[config.mk]
export PLATFORM = sky130hd
export DESIGN_NAME = aes_stream_loader
export DESIGN_NICKNAME = d
export VERILOG_FILES = /design/src/rtl/aes_pkg.sv /design/src/rtl/aes_beat_packer.sv /design/src/rtl/aes_stream_loader.sv
export SDC_FILE = /design/constraint.sdc
export NUM_CORES = 1
export LEC_CHECK = 0
export CORE_MARGIN = 1.5
export CORE_UTILIZATION = 40
export DETAILED_ROUTE_END_ITERATION = 10
export GPL_TIMING_DRIVEN = 0
export PLACE_DENSITY_LB_ADDON = 0.25
export RECOVER_POWER = 100
export SLEW_MARGIN = 0
export SYNTH_ARGS = -nofsm -noshare
export SYNTH_HDL_FRONTEND = slang
export SYNTH_SLANG_ARGS = --single-unit
[constraint.sdc]
create_clock -name clk -period 2.34 [get_ports clk]
set_input_delay 0.351 -clock clk [delete_from_list [all_inputs] [get_ports clk]]
set_output_delay 0.351 -clock clk [all_outputs]
set_load 0.02 [all_outputs]
[src/rtl/aes_pkg.sv]
// Shared command/state encodings and block width for the AES stream loader.
package aes_pkg;

    localparam int unsigned AES_BLOCK_W = 128;

    typedef enum logic [1:0] {
        C_ID = 2'b00,
        C_SP = 2'b01,
        C_SK = 2'b10,
        C_ST = 2'b11
    } cmd_e;

    typedef enum logic [1:0] {
        IDLE  = 2'b00,
        BUSY  = 2'b01,
        DRAIN = 2'b10
    } state_e;

endpackage

[src/rtl/aes_beat_packer.sv]
// Assembles an OUT_W-bit word from DIN_W-bit beats, first beat in the MSBs.
module aes_beat_packer #(
    parameter int unsigned DIN_W = 8,
    parameter int unsigned OUT_W = 128
) (
    input  logic             clk,
    input  logic             rst_,
    input  logic             load,
    input  logic             clr_cnt,
    input  logic             clr_valid,
    input  logic [DIN_W-1:0] din,
    output logic [OUT_W-1:0] data,
    output logic             valid
);

    localparam int unsigned NBEATS = OUT_W / DIN_W;
    localparam int unsigned CW     = $clog2(NBEATS + 1);
    localparam logic [CW-1:0] FULL = CW'(NBEATS);
    localparam logic [CW-1:0] LAST = CW'(NBEATS - 1);

    logic [CW-1:0] cnt;

    always_ff @(posedge clk) begin
        if (rst_) begin
            data  <= '0;
            cnt   <= '0;
            valid <= 1'b0;
        end else begin
            if (clr_cnt) begin
                cnt <= '0;
            end else if (load && (cnt != FULL)) begin
                // Indexed write keeps a partial load MSB-aligned
                for (int unsigned b = 0; b < NBEATS; b++) begin
                    if (cnt == CW'(b))
                        data[OUT_W-1-b*DIN_W -: DIN_W] <= din;
                end
                cnt <= cnt + 1'b1;
                if (cnt == LAST)
                    valid <= 1'b1;
                else if (cnt == '0)
                    valid <= 1'b0;
            end
            if (clr_valid)
                valid <= 1'b0;
        end
    end

endmodule

[src/rtl/aes_stream_loader.sv]
// AES core front-end: beat-wise plaintext/key loading, start control and
// valid/ready serialisation of the ciphertext.
module aes_stream_loader
    import aes_pkg::*;
#(
    parameter int unsigned DIN_W  = 8,
    parameter int unsigned DOUT_W = 8,
    parameter int unsigned KEY_W  = 128
) (
    input  logic                   clk,
    input  logic                   rst_,
    input  logic [DIN_W-1:0]       din,
    input  logic [1:0]             cmd,
    output logic                   interface_ready,
    output logic [AES_BLOCK_W-1:0] pt_out,
    output logic [KEY_W-1:0]       key_out,
    output logic                   core_start,
    input  logic                   core_done,
    input  logic [AES_BLOCK_W-1:0] ct_in,
    output logic [DOUT_W-1:0]      dout,
    output logic                   dout_valid,
    input  logic                   dout_ready,
    output logic                   engine_done,
    output logic                   load_err
);

    localparam int unsigned OBEATS = AES_BLOCK_W / DOUT_W;
    localparam int unsigned OW     = $clog2(OBEATS + 1);
    localparam logic [OW-1:0] LAST_O = OW'(OBEATS - 1);

    state_e                 state, state_nxt;
    cmd_e                   cmd_c;
    logic                   in_idle;
    logic                   pt_valid, key_valid;
    logic                   start_fire, refuse, accept, last_beat;
    logic [AES_BLOCK_W-1:0] shift;
    logic [OW-1:0]          ocnt;

    assign cmd_c           = cmd_e'(cmd);
    assign in_idle         = (state == IDLE);
    assign interface_ready = in_idle;
    assign dout_valid      = (state == DRAIN);
    assign dout            = shift[AES_BLOCK_W-1 -: DOUT_W];
    assign accept          = dout_valid && dout_ready;

    // Selecting one target clears the other's counter, so switching restarts it
    aes_beat_packer #(
        .DIN_W (DIN_W),
        .OUT_W (AES_BLOCK_W)
    ) u_pt (
        .clk       (clk),
        .rst_      (rst_),
        .load      (in_idle && (cmd_c == C_SP)),
        .clr_cnt   (in_idle && ((cmd_c == C_ID) || (cmd_c == C_SK))),
        .clr_valid (start_fire),
        .din       (din),
        .data      (pt_out),
        .valid     (pt_valid)
    );

    aes_beat_packer #(
        .DIN_W (DIN_W),
        .OUT_W (KEY_W)
    ) u_key (
        .clk       (clk),
        .rst_      (rst_),
        .load      (in_idle && (cmd_c == C_SK)),
        .clr_cnt   (in_idle && ((cmd_c == C_ID) || (cmd_c == C_SP))),
        .clr_valid (1'b0),
        .din       (din),
        .data      (key_out),
        .valid     (key_valid)
    );

    always_comb begin
        state_nxt  = state;
        start_fire = 1'b0;
        refuse     = 1'b0;
        last_beat  = 1'b0;
        case (state)
            IDLE: begin
                if (cmd_c == C_ST) begin
                    if (pt_valid && key_valid) begin
                        start_fire = 1'b1;
                        state_nxt  = BUSY;
                    end else begin
                        refuse = 1'b1;
                    end
                end
            end
            BUSY: begin
                if (core_done)
                    state_nxt = DRAIN;
            end
            DRAIN: begin
                if (accept && (ocnt == LAST_O)) begin
                    last_beat = 1'b1;
                    state_nxt = IDLE;
                end
            end
            default: state_nxt = IDLE;
        endcase
    end

    always_ff @(posedge clk) begin
        if (rst_) begin
            state       <= IDLE;
            core_start  <= 1'b0;
            engine_done <= 1'b0;
            load_err    <= 1'b0;
            shift       <= '0;
            ocnt        <= '0;
        end else begin
            state       <= state_nxt;
            core_start  <= start_fire;
            engine_done <= last_beat;
            if (start_fire)
                load_err <= 1'b0;
            else if (refuse)
                load_err <= 1'b1;
            if ((state == BUSY) && core_done) begin
                shift <= ct_in;
                ocnt  <= '0;
            end else if (accept) begin
                shift <= shift << DOUT_W;
                ocnt  <= ocnt + 1'b1;
            end
        end
    end

endmodule

==> summary by stage <==
Synth
The synthesized area divided by synthesized cell count is 9.16 um2. The synthesized netlist occupies a cell area of 16400 um2. Synthesis produced a netlist whose cell count is 1795. The commonest cells after synthesis are sky130_fd_sc_hd__dfxtp_1, sky130_fd_sc_hd__nand3_1, sky130_fd_sc_hd__a21oi_1, sky130_fd_sc_hd__clkbuf_1, sky130_fd_sc_hd__nand2b_1. In the post-synthesis netlist, the biggest area contributors are sky130_fd_sc_hd__dfxtp_1, sky130_fd_sc_hd__mux2i_1, sky130_fd_sc_hd__nand3_1. The share of Yosys cell area claimed by the top area cell type is 49.4%.

The most common cell in the synthesized netlist is sky130_fd_sc_hd__dfxtp_1. The register area share after synthesis is 49.4%. The post-synthesis net count is 1949. The biggest area contributor in the post-synthesis netlist is sky130_fd_sc_hd__dfxtp_1.

During synthesis, Yosys emitted a total of 0 warnings. The register bit total from synthesis is 406. Among all flip-flop cells after synthesis, the most frequent one is sky130_fd_sc_hd__dfxtp_1.

Counting flops with a built-in enable in the synthesized netlist gives 0. The async set-or-reset flop fraction in the synthesized netlist is 0%. The synthesized netlist contains 45 unique library cells.

Die
The cell row count is 74. The height of the die is 206 um. The top-level I/O count is 411.

In this run the horizontal extent of the chip is 206 um. The total core area is 40600 um2. For this configuration, the core starts out at a cell density of 40.4%. The floorplan step defined a die boundary enclosing 42300 um2.

Critical path
Setup slack on the worst reg-to-reg path comes out at 0.13 ns. STA classifies the critical path endpoint as a flip-flop. The kind of start point of the critical path is a flip-flop. Walking the worst path, the cells encountered are clkbuf_1 > nor4bb_1 > nand3_1 > mux2i_1. The stage delay of the slowest cell on the critical path is 0.57 ns. The count of buffering cells on the critical path with inverters included is 1.

The largest fanout of any net on the critical path is 10. Data arrives at the worst endpoint at 2.61 ns. The cell family contributing the most delay on the critical path is simple AND/OR/NAND/NOR gates.

At the worst endpoint, the required time is 2.74 ns. The critical path's slowest cell is sky130_fd_sc_hd__nand3_1. The kind of critical path is reg -> reg.

GRT
Global routing used 42.3% of the available met2 tracks. The met3 routing resource usage after global routing is 5.91%. In this run the most used layer during global routing was met2. Entering global routing, the biggest net connects 14 pins. The all-layer global routing usage is 26.0%. The final global-route overflow total is 0. The first global-routing pass estimated 86100 um of wire.

The via count of the first global-routing pass was 15300. The number of antenna violations at the first check in global routing is 4. The global routing met1 resource utilization is 33.6%.

STA
Setup violations remaining at the end of the flow were counted as 0. The final cycle utilization of the critical path is 94.5%. The minimum period implied by the final worst setup slack is 2.21 ns. Setup repair after global routing could not meet its margin everywhere. The worst max-slew margin expressed relative to the limit is 34.0%. The sum of negative setup slack is 0 ns.

The final setup skew is 0.0126 ns. The worst-margin pin slew is 0.989 ns. Based on the critical path, the design can be clocked at up to 452 MHz. The count of final hold-check violations is 0. The count of final max-slew check failures came to 0.

Power and ir drop
The power density over the cells is 661 nW/um2. The static leakage power is 9.12 nW. The peak supply drop is 0.438 mV.

CTS
Buffers inserted during clock tree synthesis total 44. The total of hold buffers inserted after clock tree synthesis is 0. The clock passes through at most 3 buffers. The TritonCTS clock tree is built. The clock root buffer is sky130_fd_sc_hd__clkbuf_16. The tree built by TritonCTS fans out to 406 sinks. The latest clock arrival within the worst-skew pair is 0.56 ns. The CTS clock-pin slew for the worst setup and hold paths is 0.06 ns. The count of H-tree levels built during CTS is 2.

Cells and area
The final-stage net count is 2400. The area added between synthesis and finish is 38.4%. The design area is 22800 um2. Cells with a size suffix above 1 make up 5.62% of the layout.

Run status
The flow ran to the end, and the final reports show no timing, DRC or antenna violations.

Placed design
Once placement finished, the instance area stood at 21200 um2. The global placement routability congestion is 0.929. The estimated wirelength of the detail-placed design is 41500 um. The quantity of I/O buffers inserted on ports is 408.

Route
For this run, the detailed router's first-pass iteration total came to 6. After detailed routing, the total wire length is 56600 um. After detailed routing, the average wire length per cell comes to 20.1 um. The detailed router finished its first iteration with 1223 violations. The antenna violation net count after detailed routing is 0. After detailed routing, the number of vias per cell comes to 5.59. The post-detailed-route DRC marker count is 0.

The total number of vias is 15700.

Min path
In this run the worst hold path is classified as in -> reg.

Flow run
The count of max-cap constraint violations is 0.
## worst register-to-register path: stages, from the launching register on
cell	delay, ns
sky130_fd_sc_hd__dfxtp_1	0.36
sky130_fd_sc_hd__clkbuf_1	0.34
sky130_fd_sc_hd__nor4bb_1	0.55
sky130_fd_sc_hd__nand3_1	0.57
sky130_fd_sc_hd__mux2i_1	0.25
## state kept, by name, summed over array words and instances (netlist names)
register,count
u_pt.data,128
u_key.valid,1
core_start,1
load_err,1
ocnt,5
shift,128
u_pt.cnt,5
state,2
engine_done,1
u_key.cnt,5
u_pt.valid,1
u_key.data,128
## logic make-up (layout without fill, tap and decap cells)
group | count (synthesis) | in the layout | synth area share [%]
DFF | 406 | 406 | 49.4
xor gates and xnor gates | 2 | 2 | 0.107
adders and majority gates | 12 | 12 | 0.913
muxes | 137 | 137 | 8.34
and+or+nand+nor | 511 | 511 | 18.2
other | 0 | 2 | 0
AOI/OAI and AO/OA | 514 | 514 | 17.7
buffers and inverters | 213 | 694 | 5.24
## metrics by stage
step	cells	setup slack, ns	hold slack [ns]	power (mW)	util, %
finish	2810	0.129	0.319	15.0	56.0
global route	2808	-0.0426	0.320	15.5	56.0
CTS	2810	0.00142	0.274	15.2	55.9
detailed placement	2735	-0.791	0.459	7.90	52.1
global placement	2735	-0.754	0.453	7.89	52.1
floorplan	1795	0.438	0.448	7.42	-
## cell type report
class / instances / area (um2)
Clock inverter: 16 / 262
Multi-Input combinational cell: 1176 / 7500
Buffer: 200 / 838
Antenna cell: 2 / 5.00
Timing Repair Buffer: 409 / 4090
Fill cell: 3642 / 17900
Clock buffer: 60 / 1240
Sequential cell: 406 / 8130
Tap cell: 532 / 666
Inverter: 9 / 33.8
## power by group
part           switching [mW]  internal, mW  total (mW)
Clock                    2.82          4.48        7.30
Combinational           0.455         0.348       0.802
Sequential             0.0124          6.93        6.94
Total                    3.29          11.8        15.0
## routing by layer
metal  vias up  wire (um)
met4         8       1530
met2       621      26500
met5         -         50
li1       7374          -
met1      7611      24100
met3       100       4480
## timing repair
action / in CTS / in global routing
gates resized for setup: 18 / 29
buffers inserted: 0 / 1
pin swaps: 0 / 1
setup endpoints to repair: 203 / 294
## path summary, 6_finish.rpt
path                              from                     endpoint  cells after the start
min                             cmd[1]        load_err$_SDFFE_PP0P_                      4
min reg2reg     shift[47]$_SDFFE_PP0P_       shift[47]$_SDFFE_PP0P_                      2
max reg2reg  u_key.cnt[2]$_SDFFE_PP0P_  u_key.data[73]$_SDFFE_PP0P_                      4
max          u_key.cnt[2]$_SDFFE_PP0P_  u_key.data[73]$_SDFFE_PP0P_                      4
## placed cells by master (no fill, tap or decap), types with 9 or more instances in the layout
| cell type | count |
|---|---|
| sky130_fd_sc_hd__o21ai_0 | 122 |
| sky130_fd_sc_hd__clkbuf_1 | 152 |
| sky130_fd_sc_hd__dfxtp_1 | 406 |
| sky130_fd_sc_hd__a21oi_1 | 258 |
| sky130_fd_sc_hd__nand2_1 | 9 |
| sky130_fd_sc_hd__a22oi_1 | 120 |
| sky130_fd_sc_hd__clkdlybuf4s50_1 | 139 |
| sky130_fd_sc_hd__inv_1 | 9 |
| sky130_fd_sc_hd__nand3_1 | 258 |
| sky130_fd_sc_hd__dlygate4sd3_1 | 267 |
| sky130_fd_sc_hd__nand4bb_1 | 9 |
| sky130_fd_sc_hd__nor4bb_1 | 12 |
| sky130_fd_sc_hd__clkbuf_16 | 45 |
| sky130_fd_sc_hd__mux2i_1 | 137 |
| sky130_fd_sc_hd__ha_1 | 11 |
| sky130_fd_sc_hd__nand2b_1 | 146 |
| sky130_fd_sc_hd__buf_1 | 13 |
| sky130_fd_sc_hd__nand4_1 | 14 |
| sky130_fd_sc_hd__clkbuf_2 | 27 |
(Power assumes the default switching activity.)
